**config.mk**
```make
export PLATFORM = sky130hd
export DESIGN_NAME = ttt_referee
export DESIGN_NICKNAME = d
export VERILOG_FILES = /design/src/rtl/ttt_referee.sv
export SDC_FILE = /design/constraint.sdc
export NUM_CORES = 1
export LEC_CHECK = 0
export CAP_MARGIN = 20
export CORE_MARGIN = 2
export CORE_UTILIZATION = 45
export CTS_CLUSTER_SIZE = 30
export DETAILED_ROUTE_END_ITERATION = 10
export PLACE_DENSITY_LB_ADDON = 0.25
export SLEW_MARGIN = 20
export SYNTH_ARGS = -nofsm -noshare
export SYNTH_HDL_FRONTEND = slang
export SYNTH_SLANG_ARGS = --single-unit
```
**constraint.sdc**
```tcl
create_clock -name clk -period 3.7 [get_ports clk]
set_input_delay 0.74 -clock clk [delete_from_list [all_inputs] [get_ports clk]]
set_output_delay 0.74 -clock clk [all_outputs]
set_load 0.1 [all_outputs]
```
**src/rtl/ttt_referee.sv**
```systemverilog
// Tic-tac-toe turn controller and judge: validates moves, strobes the square array,
// then scores all eight lines for win, draw or square-array fault.
module ttt_referee (
  input  logic       clk,
  input  logic       rst,
  input  logic       move_valid,
  input  logic [3:0] move_sq,
  output logic       move_ready,
  input  logic [8:0] marked,
  input  logic [8:0] owner,
  input  logic [8:0] error,
  output logic [8:0] mark,
  output logic       player,
  output logic       move_reject,
  output logic       game_over,
  output logic [1:0] winner,
  output logic [7:0] win_line,
  output logic [3:0] move_count,
  output logic       fault
);

  typedef enum logic [1:0] {StIdle, StIssue, StCheck, StDone} state_e;

  state_e     state_q, state_d;
  logic [8:0] mark_q, mark_d;
  logic       player_q, player_d;
  logic       reject_q, reject_d;
  logic       over_q, over_d;
  logic [1:0] winner_q, winner_d;
  logic [7:0] win_line_q, win_line_d;
  logic [3:0] count_q, count_d;
  logic       fault_q, fault_d;

  logic        handshake;
  logic [15:0] req_onehot;
  logic        req_ok;
  logic [8:0]  mine;
  logic [7:0]  win_hit;

  // Square masks for rows 0-2, cols 0-2, diagonal, anti-diagonal.
  function automatic logic [8:0] line_mask(input logic [2:0] k);
    logic [8:0] m;
    unique case (k)
      3'd0: m = 9'b000_000_111;
      3'd1: m = 9'b000_111_000;
      3'd2: m = 9'b111_000_000;
      3'd3: m = 9'b001_001_001;
      3'd4: m = 9'b010_010_010;
      3'd5: m = 9'b100_100_100;
      3'd6: m = 9'b100_010_001;
      3'd7: m = 9'b001_010_100;
      default: m = 9'b0;
    endcase
    return m;
  endfunction

  assign move_ready = (state_q == StIdle) && !rst;
  assign handshake  = move_valid && move_ready;
  assign req_onehot = 16'd1 << move_sq;
  assign req_ok     = (move_sq < 4'd9) && ((req_onehot[8:0] & marked) == 9'b0);

  // Squares held by the player whose move is being judged.
  assign mine = marked & (player_q ? owner : ~owner);

  always_comb begin
    win_hit = 8'b0;
    for (int k = 0; k < 8; k++) begin
      win_hit[k] = (mine & line_mask(3'(k))) == line_mask(3'(k));
    end
  end

  // State register.
  always_ff @(posedge clk) begin
    if (rst) begin
      state_q <= StIdle;
    end else begin
      state_q <= state_d;
    end
  end

  // Next-state logic.
  always_comb begin
    state_d = state_q;
    unique case (state_q)
      StIdle: begin
        if (handshake && req_ok) begin
          state_d = StIssue;
        end
      end
      StIssue: state_d = StCheck;
      StCheck: begin
        if ((win_hit != 8'b0) || (count_q == 4'd9)) begin
          state_d = StDone;
        end else begin
          state_d = StIdle;
        end
      end
      StDone: state_d = StDone;
      default: state_d = StIdle;
    endcase
  end

  // Output / datapath next values.
  always_comb begin
    mark_d     = 9'b0;
    reject_d   = 1'b0;
    player_d   = player_q;
    over_d     = over_q;
    winner_d   = winner_q;
    win_line_d = win_line_q;
    count_d    = count_q;
    fault_d    = fault_q;
    unique case (state_q)
      StIdle: begin
        if (handshake) begin
          if (req_ok) begin
            mark_d = req_onehot[8:0];
          end else begin
            reject_d = 1'b1;
          end
        end
      end
      StIssue: count_d = count_q + 4'd1;
      StCheck: begin
        win_line_d = win_hit;
        if (error != 9'b0) begin
          fault_d = 1'b1;
        end
        if (win_hit != 8'b0) begin
          winner_d = {player_q, ~player_q};
          over_d   = 1'b1;
        end else if (count_q == 4'd9) begin
          winner_d = 2'b11;
          over_d   = 1'b1;
        end else begin
          player_d = ~player_q;
        end
      end
      StDone: begin
      end
      default: begin
      end
    endcase
  end

  always_ff @(posedge clk) begin
    if (rst) begin
      mark_q     <= 9'b0;
      player_q   <= 1'b0;
      reject_q   <= 1'b0;
      over_q     <= 1'b0;
      winner_q   <= 2'b00;
      win_line_q <= 8'b0;
      count_q    <= 4'd0;
      fault_q    <= 1'b0;
    end else begin
      mark_q     <= mark_d;
      player_q   <= player_d;
      reject_q   <= reject_d;
      over_q     <= over_d;
      winner_q   <= winner_d;
      win_line_q <= win_line_d;
      count_q    <= count_d;
      fault_q    <= fault_d;
    end
  end

  assign mark        = mark_q;
  assign player      = player_q;
  assign move_reject = reject_q;
  assign game_over   = over_q;
  assign winner      = winner_q;
  assign win_line    = win_line_q;
  assign move_count  = count_q;
  assign fault       = fault_q;

endmodule

```
Word-level counts from Yosys, hierarchy flattened --
Cells that the tools add are included.
Operators by class: add/subtract/negate cells 1, magnitude comparators 1, eq/ne operators 13, shift operators 1, muxes and demuxes 9, bitwise logic cells 9, reduce and logical (&&, ||, !) cells 16
Operators with widths (number):
- 3-bit equality test, second input constant | 8
- 9-bit AND | 2
- 9-bit logical NOT | 1
- 9-bit two-way mux | 1
- 9-bit NOT | 1
- 9-bit nonzero test | 1
- 1-bit by 4-bit << shifter with 9-bit output, first input constant | 1
- 2-bit two-way mux | 4
- 2-bit case mux with 4 select lines | 1
- 8-bit nonzero test | 1
- 1-bit NOT | 6
- 4-bit by 1-bit adder with 4-bit output, second input constant | 1
- 2-bit equality test, second input constant | 2
- 4-bit equality test, second input constant | 1
- 1-bit logical AND | 4
- 4-bit < comparator, second input constant | 1
- 2-bit AND reduction | 2
- 4-bit OR reduction | 1
- 1-bit two-way mux | 3
- 3-bit AND reduction | 1
- 3-bit OR reduction | 1
- 2-bit by 1-bit equality test with 1-bit output, second input constant | 1
- 2-bit logical NOT | 1
- 2-bit by 1-bit != test with 1-bit output, second input constant | 1
- other kinds (3) | 3
Word-level totals: register bits after elaboration 29, bits of input ports 34, output and inout bits 28, word-level logic and storage cells 59

Longest topological paths before layout --
Gate-level depths: netlist of run 1.
depth after elaboration 8, depth in mapped cells 8

Least setup slack after synthesis of run 1 --
OpenSTA, ideal clock, no wires.
path type in2reg, start in rst, end reg mark_q[3] (netlist: mark[3]), arrival time 3.882 ns, required time 3.596 ns, path slack -0.286 ns, stages on the path 3, path through nor3_1 -> nand3_1 -> nor4_1
On the way: cells in the longest elaborated chain, start to end 5
RTL lines:
- from (decl) | RTL line 5 | input logic rst,
- 1-bit logical NOT | RTL line 57 | assign move_ready = (state_q == StIdle) && !rst;
- 1-bit logical AND | RTL line 57
- 1-bit logical AND | RTL line 58 | assign handshake = move_valid && move_ready;
- 1-bit NOT (no source line)
- 4-bit OR reduction (no source line) *
- to (signal assigned) | RTL line 157 | mark_q <= mark_d;
- to (decl) | RTL line 25 | logic [8:0] mark_q, mark_d;
Every way passes the cells marked *; elsewhere a longest branch is shown, timed or not. A chain may end at the register's enable or synchronous reset.

Worst setup path after layout of run 1 --
start reg count_q[0] (netlist: move_count[0]), end out move_count[0]
RTL lines:
- from (decl) | RTL line 31 | logic [3:0] count_q, count_d;
- from (signal assigned) | RTL line 163 | count_q <= count_d;
- to (decl) | RTL line 18 | output logic [3:0] move_count,
No word-level cell between the ends.

==> results.toml, run 1 <==
[status]
status = "finished, final reports clean"

[worst_setup_path]
critPathBufInv = 1
r2r_cells = 6
crit_family = "buffers and inverters"
startpoint_type = "flop"
cp_data_required_time_ns = 2.96
cp_num_cells = 1
cpMaxStageDelayCell = "clkdlybuf4s50_1"
critical_path.max_fanout = 5
worstSetupPathType = "flop to output port"
endpoint_kind = "output port"
cpPeakStageDelay_ns = 1.18
cp.arrival_ns = 1.93
path_cells = "clkdlybuf4s50_1"

[yosys]
synthCells = 174
yosys.area.top_type = "dfxtp_1"
synth_area_leaders = "dfxtp_1, nand2_1, nor2_1"
synth-seq-cells = 29
synth_nets = 210
synth_commonest_cells = "dfxtp_1, nand2_1, nor2_1"
avgSynthCellArea_um2 = 8.305
netlist_area_um2 = 1445
synth_edf_count = 0
async_flop_share_pct = 0
ys_warn_count = 0
synth_top_area_share_pct = 40.17
synth_top_flop_cell = "dfxtp_1"
synth_cell_type_count = 44
synth-seq-area-share_pct = 40.17
synth_most_common_cell = "dfxtp_1"

[drt]
first_pass_iters = 4
wl_met2_um = 1895
top_layer = "met4"
met1_length_um = 1568
drc = 0
wl_per_cell_um = 13.47
ant_nets = 0
drt-total-wl_um = 3759
wl_met3_um = 228
vias = 1482
vias_per_cell = 5.312
drt-initial-drc-count = 47

[global_routing]
grt_pass1_vias = 1394
grt_max_degree = 24
grt_pass1_wl_um = 6003
track_usage_pct = 22.04
antenna_found_initial = 0
overflow = 0

[cells_and_area]
postLayoutCellArea_um2 = 2150
area_growth_pct = 48.74
drive_above_1_share_pct = 11.06
fillCellCount = 270
diodes = 0
final_nets = 270

[floorplan]
ioPinCount = 62
die_area_um2 = 3681
initial_core_util_pct = 47.34
core.rowCount = 20
die_w_um = 60.67
die-height_um = 60.67
core_um2 = 3053

[timing]
skew_ns = 0.008185
period_needed_ns = 2.666
setup_viol = 0
worstMarginPinSlew_ns = 0.9823
worst_slack_ns = 1.034
slew_headroom_pct = 34.31
hold_viol = 0
tns_ns = 0
min_period_over_period_pct = 72.05
rsz0062_at_grt = "no"
fmaxAchievable_mhz = 375.1
final_max_slew_viol_count = 0

[clock_tree]
cts_buffers = 5
cts_max_path_buffers = 2
post_cts_buffers = 0
cts_resized = 0
clkLatencyLatePin_ns = 0.32
cts_tree = "yes"
hold_buffers = 0
cts-root-buf = "clkbuf_4"
cts_sinks = 29
htreeDepth = 2
clkTransAtPathRegs_ns = 0.08

[placement]
place_area_um2 = 2064
dp_slack_ns = 0.8642
dp_hpwl_um = 2921
gp_congestion = 0.8091
numPortBuffers = 61

[pwr]
p_leak_uw = 0.0007556
ir_worst_vdd_uv = 291.1
p_per_area_nw_per_um2 = 339.1

[worst_hold_path]
min_path_type = "flop to flop"
min_path_cells = 2

[run]
maxCapViolCount = 0
## cells by family (layout without fill, tap and decap cells)
logic type,count (synthesis),in the layout,share of synthesized area [%]
AND/OR/NAND/NOR,90,90,32.55
AO/OA/AOI/OAI,33,33,15.93
flip-flops,29,29,40.17
buffers and inverters,14,75,5.887
XOR/XNOR,5,5,3.031
adder cells (fa/ha/maj),2,2,1.731
multiplexers,1,1,0.6927
## worst register-to-register path, delay by kind of cell, from the launching register on
kind | cells | cell delay (ns)
compound gates | 2 | 0.53
flops | 1 | 0.54
simple gates | 4 | 1.07
## where the power goes
group	internal (uW)	total [uW]	switching [uW]	leakage [uW]
clock network	161	267	106	0.0000455
registers	317	323	5.96	0.000234
logic	58.7	139	80.4	0.000476
total	537	729	192	0.000756
## layout make-up
cell class                      instances  area [um2]  share of cell area [%]
Timing Repair Buffer                   62       625.6                   29.10
Clock buffer                            7       55.05                   2.561
Multi-Input combinational cell        131       784.5                   36.50
Tap cell                               44       55.05                   2.561
Sequential cell                        29       580.6                   27.01
Inverter                                5       18.77                  0.8731
Clock inverter                          1       30.03                   1.397
## per-stage QoR
stage / utilization (%) / cells / power [uW] / hold WS, ns
floorplan: - / 174 / 407.4 / 0.5020
global placement: 67.62 / 271 / 464.4 / 0.4481
detailed placement: 67.62 / 271 / 468.0 / 0.4547
CTS: 70.41 / 279 / 732.6 / 0.4691
global route: 70.41 / 279 / 758.0 / 0.4877
finish: 70.41 / 279 / 728.9 / 0.4719
## placed cells by master (no fill, tap or decap), types with 2 or more instances in the layout
cell type,netlist,routed
clkdlybuf4s50_1,0,59
dfxtp_1,29,29
nand2_1,21,21
nor2_1,18,18
a21oi_1,13,13
nor3_1,11,10
nand3_1,9,9
nor4_1,6,6
inv_1,5,5
o21ai_0,5,5
clkbuf_4,0,5
or3_1,3,3
xnor2_1,3,3
o211ai_1,3,3
nand4_1,3,3
a22oi_1,3,3
nand2b_1,3,3
or3_2,2,2
and3_2,2,2
or4_1,2,2
xor2_1,2,2
nand3b_1,2,2
ha_1,2,2
buf_4,1,2
## worst paths after layout
kind,startpoint,to,slack (ns)
max,move_count[0],move_count[0],1.03
min,win_line[2],win_line[2],0.47
max reg2reg,player,winner[1],1.47
min reg2reg,win_line[2],win_line[2],0.47
## routing by layer
layer | global-route usage, % | vias to the layer above
li1 | - | 746
met1 | 23.65 | 668
met2 | 39.78 | 57
met3 | 6.183 | 11
met4 | 10.25 | 0
met5 | 0 | -
## registers in the layout, indices dropped and copies added (netlist names)
signal and cells:
fault 1, game_over 1, mark 9, move_count 4, move_reject 1, player 1, state_q 2, win_line 8
winner 2
Power figures use the tool's default switching activity.
==> run 2, diff against run 1 <==
--- a/config.mk
+++ b/config.mk
@@ -7,7 +7,7 @@
 export LEC_CHECK = 0
 export CAP_MARGIN = 20
 export CORE_MARGIN = 2
-export CORE_UTILIZATION = 45
+export CORE_UTILIZATION = 38
 export CTS_CLUSTER_SIZE = 30
 export DETAILED_ROUTE_END_ITERATION = 10
 export PLACE_DENSITY_LB_ADDON = 0.25
==> constraint.sdc (replaced) <==
create_clock -name clk -period 2.3 [get_ports clk]
set_input_delay 0.46 -clock clk [delete_from_list [all_inputs] [get_ports clk]]
set_output_delay 0.46 -clock clk [all_outputs]
set_load 0.1 [all_outputs]
==> run 2 against run 1 <==
Global-route usage shrank 2.0 points. Die area rose by 17%. Critical path type is now input pin to flop. Largest power group unchanged. Highest routed layer unchanged. Final cell count increased by 11%. Count of clock-buffer cells in the layout decreased by 1.
==> results.toml, run 2 (synthesis results as in run 1) <==
[timing]
fmaxAchievable_mhz = 464.1
final_max_slew_viol_count = 0
min_period_over_period_pct = 93.69
hold_viol = 0
worstMarginPinSlew_ns = 0.5477
skew_ns = 0.003715
setup_viol = 0
slew_headroom_pct = 63.41
worst_slack_ns = 0.1451
period_needed_ns = 2.155
rsz0062_at_grt = "no"
holdWs_ns = 0.4471

[worst_setup_path]
endpoint_kind = "flop"
startpoint_type = "input pin"
cp_data_required_time_ns = 2.50
worstSetupPathType = "input pin to flop"
cp.arrival_ns = 2.35
critical_path.max_fanout = 5
r2r_slack_ns = 0.30

[cells_and_area]
multi_input_area_um2 = 798.3
fillCellCount = 350
area_growth_pct = 60.09
utilization_pct = 63.19
diodes = 0
layoutNonFillerInstCount = 311
seqCellArea_um2 = 583.1
drive_above_1_share_pct = 31.18
mostFrequentLayoutCells = "buf_4, clkdlybuf4s50_1, dfxtp_1"
final_common_cell = "buf_4"
largest_reg_flops = 9
final_nets = 298

[run]
maxCapViolCount = 0

[global_routing]
overflow = 0
track_usage_pct = 20.03
grt_pass1_wl_um = 6617
antenna_found_initial = 0
grt_pass1_vias = 1461
grt_max_degree = 24

[floorplan]
die_w_um = 65.67
initial_core_util_pct = 39.47
core.rowCount = 22
die_area_um2 = 4313
core_um2 = 3661
ioPinCount = 62
die-height_um = 65.67

[pwr]
internal-power_uw = 841.0
seq_power_share_pct = 44.6
p_leak_uw = 0.0009467
ir_worst_vdd_uv = 451.8
report.power.total_uw = 1170
switching_share_pct = 28.12
combPwrFrac_pct = 22.2
switchingPower_uw = 329.1
p_per_area_nw_per_um2 = 505.8
clkPwrFrac_pct = 33.2

[clock_tree]
cts_buffers = 5
clkTransAtPathRegs_ns = 0.06
cts-root-buf = "clkbuf_8"
htreeDepth = 2
cts_tree = "yes"
cts_max_path_buffers = 2
hold_buffers = 0
post_cts_buffers = 0
clkLatencyLatePin_ns = 0.28
cts_resized = 0
cts_sinks = 29

[placement]
dp_slack_ns = -0.1564
numPortBuffers = 61
dp_cells = 303
dp_hpwl_um = 3203
gp_congestion = 0.8180

[drt]
ant_nets = 0
wl_per_cell_um = 13.09
drt-initial-drc-count = 129
vias = 1587
vias_per_cell = 5.103
drc = 0
drt-total-wl_um = 4071
first_pass_iters = 5

[worst_hold_path]
min_path_type = "flop to flop"

[status]
status = "finished, final reports clean"
[run 2: power by group through the flow]
stage / sequential [uW] / clock [uW] / combinational, uW
global placement: 532 / 0 / 255
finish: 521 / 389 / 260
detailed placement: 532 / 0 / 259
global route: 523 / 422 / 279
floorplan: 572 / 0 / 84.7
CTS: 521 / 400 / 259
[run 2: layout make-up]
class	instances	area share [%]
multi-input combinational	131	34.51
sequential	29	25.20
inverter	5	0.8112
clock inverter	2	0.4327
tap	48	2.596
clock buffer	6	3.137
timing repair buffer	90	33.32
[run 2: worst max-delay path: stages]
cell	delay, ns
clkdlybuf4s50_1	0.48
or4_2	0.68
a21oi_4	0.21
nor4_2	0.07
nand3_2	0.11
nand2_1	0.09
a221oi_2	0.25
[run 2: worst paths after layout]
kind         startpoint  cells after the start         to
max            owner[6]                      7  winner[1]
min           winner[0]                      2  winner[0]
max reg2reg      player                      6     player
min reg2reg   winner[0]                      2  winner[0]
[run 2: routing by layer]
metal	up-vias	part of all wire, %	wire length [um]	track usage (%)
li1	800	-	-	-
met1	726	43	1750	25.42
met2	55	49	2003	32.20
met3	6	6.3	258	5.308
met4	0	1.4	58	7.813
met5	-	0	0	0
[run 2: metrics by stage]
step / TNS, ns / instance area, um2
after detailed placement: -0.7865 / 2223
after global routing: 0 / 2313
after floorplan: 0 / 1459
final: 0 / 2313
after global placement: -0.5485 / 2223
after CTS: 0 / 2306
==> RTL edit 1: new RTL, config.mk and constraints of run 2 <==
Register the output `move_count` once more, cleared by the reset; this adds one clock of latency there. The other outputs are not delayed to match.
--- a/src/rtl/ttt_referee.sv
+++ b/src/rtl/ttt_referee.sv
@@ -173,3 +173,9 @@
   assign win_line    = win_line_q;
-  assign move_count  = count_q;
+  always_ff @(posedge clk) begin
+    if (rst) begin
+      move_count <= '0;
+    end else begin
+      move_count <= count_q;
+    end
+  end
   assign fault       = fault_q;
Check against the original RTL: not equivalent (Yosys sat finds a counterexample within 4 cycles, from zero or initial values and one cycle with rst high).
==> RTL edit 1 against run 2 <==
Wire length shrank 3.8%; sequential cell count increased by 4; cell area grew 2.3%; utilization barely moved; synthesized area increased by 4.7%; clock power up 43%; power is 22% higher; sequential power up 15%; via count is 3.1% lower; setup slack better by 34 ps.
==> RTL edit 1: results (changes against run 2) <==
stage;metric;value;unit;change
yosys;sequential share of the synthesized area;0.437;;+0.0350
placement;Port Buffer Count;61;;unchanged
power_and_ir_drop;Pint;0.00106;W;+26%
global_routing;first-pass GRT wire length;6550;um;-1.0%
global_routing;initial antenna violation count;0;;unchanged
layout;share of cells above drive strength 1;0.262;;-0.0502
yosys;Syn Inst Count;178;;+2.3%
power_and_ir_drop;Peak supply drop;0.000590;V;+31%
route;final WL;3920;um;-3.8%
placement;Placer Congestion;0.881;;+7.6%
sta;Least-Margin Pin Slew;378;ps;-170 ps
placement;Placed Instances;300;;-0.99%
global_routing;largest net degree at the start of global routing;24;;unchanged
route;initial drt markers;60;;-53%
yosys;Synth async-reset ratio;0;;unchanged
placement;Placed Area;0.00225;mm2;+1.2%
route;Routed wire per std cell;12.7;um;-2.9%
global_routing;vias in the first global route;1485;;+1.6%
route;DRT Pass-1 Iters;4;;-1
power_and_ir_drop;Static Leak;0.977;nW;+3.2%
worst_setup_path;CP max FO;6;;+1
status;status;complete, no violations;;
worst_setup_path;crit path DAT;2330;ps;-20 ps
yosys;Mapped Nets;214;;+1.9%
yosys;commonest cells in the netlist;33 x dfxtp_1, 30 x nor2_1, 13 x nand2_1;;
route;Vias/cell;4.99;;-2.1%
sta;Final Skew;3.51;ps;-0.204 ps
yosys;Synth area leaders;dfxtp_1 44%, nor2_1 7.4%, a21oi_1 3.3%;;
cts;postcts setup bufs;0;;unchanged
placement;DP HPWL;2980;um;-6.8%
-- RTL edit 1: cell families (layout without fill, tap and decap cells) --
group	count (synthesis)	count (layout)	synth area share
compound gates	35	35	0.169
xor+xnor	5	5	0.0290
fa+ha+maj	2	2	0.0165
buf+inv	16	98	0.0471
flops	33	33	0.437
mux	3	3	0.0207
simple gates	84	84	0.281
-- RTL edit 1: final timing paths --
path                            startpoint         to  slack [ps]  cells past startpoint
worst max-delay path              owner[0]     player         180                      7
worst min-delay path             game_over  game_over         460                      2
worst max register to register      player     player         330                      6
worst min register to register   game_over  game_over         460                      2
-- RTL edit 1: per-layer routing --
layer,GRT usage,wire length [um]
met1,0.214,1700
met2,0.344,1940
met3,0.0625,220
met4,0.0638,49
met5,0,0
-- RTL edit 1: worst max-delay path, cell delays in order --
cell             delay, ps
clkdlybuf4s50_1        570
or3_1                  140
a21oi_1                 90
o311ai_2               410
nand3_1                180
or3_1                  340
a21oi_1                140
-- RTL edit 1: per-stage QoR --
step,setup slack (ps),power (W)
global route,54.3,0.00148
finish,179,0.00142
detailed placement,-102,0.000877
CTS,170,0.00144
global placement,-58.9,0.000875
floorplan,163,0.000751
-- RTL edit 1: final cells by class --
cell class / count / area, um2
Fill cell: 345 / 1380
Clock inverter: 1 / 30.0
Tap cell: 48 / 60.1
Multi-Input combinational cell: 129 / 792
Clock buffer: 7 / 86.3
Inverter: 9 / 33.8
Timing Repair Buffer: 81 / 703
Sequential cell: 33 / 662
-- RTL edit 1: power groups by stage --
stage                     logic [W]  clock network (W)  registers (W)
after global routing       0.000287           0.000591       0.000601
after CTS                  0.000268           0.000570       0.000599
after global placement     0.000265                  0       0.000610
after floorplan           0.0000980                  0       0.000653
final                      0.000267           0.000557       0.000599
after detailed placement   0.000266                  0       0.000611
==> RTL edit 2: new RTL, config.mk and constraints of run 2 <==
Made on the original files. Re-encode `state_e` (4 states) as one-hot, 4 bits wide.
--- a/src/rtl/ttt_referee.sv
+++ b/src/rtl/ttt_referee.sv
@@ -21,3 +21,3 @@
 
-  typedef enum logic [1:0] {StIdle, StIssue, StCheck, StDone} state_e;
+  typedef enum logic [3:0] {StIdle = 4'b0001, StIssue = 4'b0010, StCheck = 4'b0100, StDone = 4'b1000} state_e;
 
Behaviour: same outputs for any inputs over 10 cycles, from zero or initial values and one cycle with rst high; not proved beyond that.
==> RTL edit 2 against run 2 <==
Wire length grew 3.1%; sequential cell count grew 2; largest cell class unchanged; worst hold slack gained 1.0 ps; sequential power grew 5.4%; die area grew 4.9%; clock power grew 40%; cell area grew 5.9%; power grew 11%; synthesized area grew 5.3%; first-iteration DRC count shrank 41%; setup slack lost 94 ps; largest power group unchanged.
==> RTL edit 2: results (changes against run 2) <==
stage;metric;value;unit;change
yosys;sequential share of the synthesized area;0.408;;+0.00616
power_and_ir_drop;Static Leak;0.990;nW;+4.6%
placement;Placer Congestion;0.797;;-2.6%
yosys;commonest cells in the netlist;31 x dfxtp_1, 25 x nor2_1, 16 x nand2_1;;
sta;Final Skew;8.60;ps;+4.89 ps
global_routing;first-pass GRT wire length;6650;um;+0.51%
cts;clk slew on worst S/H paths;70;ps;
route;final WL;4200;um;+3.1%
worst_setup_path;crit path DAT;2420;ps;+70 ps
global_routing;GRT Resource Usage Total;0.196;;-0.00400
power_and_ir_drop;switching fraction of total power;0.253;;-0.0284
hold_path;Min-Delay Startpoint;game_over;;
floorplanning;Initial Util;0.406;;+0.0117
worst_setup_path;Slowest cell on crit path;or4_1;;
layout;FILL cells;330;;-5.7%
power_and_ir_drop;Peak supply drop;0.000331;V;-27%
status;status;complete, no violations;;
worst_setup_path;reg-to-reg setup timing slack;210;ps;-90 ps
layout;post-layout net count;305;;+2.3%
yosys;Synth area leaders;dfxtp_1 41%, nor2_1 6.2%, a21oi_1 3.9%;;
layout;share of cells above drive strength 1;0.281;;-0.0303
yosys;Mapped Nets;221;;+5.2%
yosys;Syn Inst Count;185;;+6.3%
route;Via Count;1655;;+4.3%
global_routing;vias in the first global route;1494;;+2.3%
placement;DP HPWL;3190;um;-0.34%
worst_setup_path;worst reg2reg path endpoint;state_q[0];;
==> RTL edit 2: changes by cell type after synthesis, moves of 4 or more <==
| cell | before | now |
|---|---|---|
| nor2_1 | 18 | 25 |
| nand2_1 | 21 | 16 |
| or3_1 | 3 | 8 |
| clkbuf_1 | 4 | 8 |
| nor4_1 | 6 | 2 |
==> RTL edit 2: worst max path at each step <==
| stage | from | endpoint | slack [ps] | cells after the start |
|---|---|---|---|---|
| floorplan | state_q[2] | state_q[0] | -380 | 7 |
| finish | owner[8] | state_q[0] | 50 | 7 |
| CTS | owner[8] | state_q[0] | 70 | 7 |
| detailed placement | owner[6] | state_q[0] | -230 | 7 |
| global route | owner[8] | state_q[0] | 1 | 7 |
| global placement | owner[6] | state_q[0] | -210 | 7 |
==> RTL edit 2: logic make-up (layout without fill, tap and decap cells) <==
logic type	Yosys count	after routing	share of synthesized area
AOI/OAI and AO/OA	38	38	0.182
muxes	2	2	0.0132
adders and majority gates	2	2	0.0164
and+or+nand+nor	89	89	0.299
xor gates and xnor gates	6	6	0.0345
buffers and inverters	17	102	0.0477
DFF	31	31	0.408
==> RTL edit 2: area by class of cell <==
cell class,count,area share
tap,48,0.0245
sequential,31,0.254
clock buffer,5,0.0281
inverter,7,0.0107
multi-input combinational,137,0.360
clock inverter,3,0.0179
timing repair buffer,87,0.305
==> RTL edit 2: metal layers <==
metal	share of wire	vias up	wire length, um	track usage
met4	0.020	0	86	0.0765
met3	0.080	10	335	0.0567
met1	0.43	739	1790	0.242
met5	0	-	0	0
met2	0.47	66	1990	0.322
li1	-	840	-	-
==> RTL edit 2: what timing repair did <==
| item | 4_1_cts | 5_1_grt |
|---|---|---|
| setup buffers | 0 | 1 |
| hold buffers | 0 | 0 |
| endpoints found under the setup margin | 0 | 3 |
| resized for setup | 0 | 4 |
==> RTL edit 2: stage by stage <==
stage / area, um2 / total power [W] / hold slack (ps) / setup TNS (ps) / worst slack (ps)
6_report: 2450 / 0.00130 / 448 / 0 / 50.8
5_1_grt: 2450 / 0.00135 / 494 / 0 / 1.01
4_1_cts: 2420 / 0.00131 / 451 / 0 / 65.5
3_5_place_dp: 2310 / 0.000763 / 440 / -1110 / -231
3_3_place_gp: 2310 / 0.000763 / 435 / -1090 / -212
2_1_floorplan: 1570 / 0.000646 / 537 / -2330 / -380
==> RTL edit 2: tightest hold or removal path: stages, from the launching register on <==
cell and delay, ps:
dfxtp_1 310, inv_1 50, a21oi_1 50
==> RTL edit 2: power by group through the flow <==
stage | combinational [W] | sequential [W] | clock (W)
floorplan | 0.0000749 | 0.000571 | 0
global placement | 0.000203 | 0.000560 | 0
detailed placement | 0.000203 | 0.000560 | 0
CTS | 0.000204 | 0.000548 | 0.000555
global route | 0.000222 | 0.000549 | 0.000578
finish | 0.000206 | 0.000549 | 0.000545
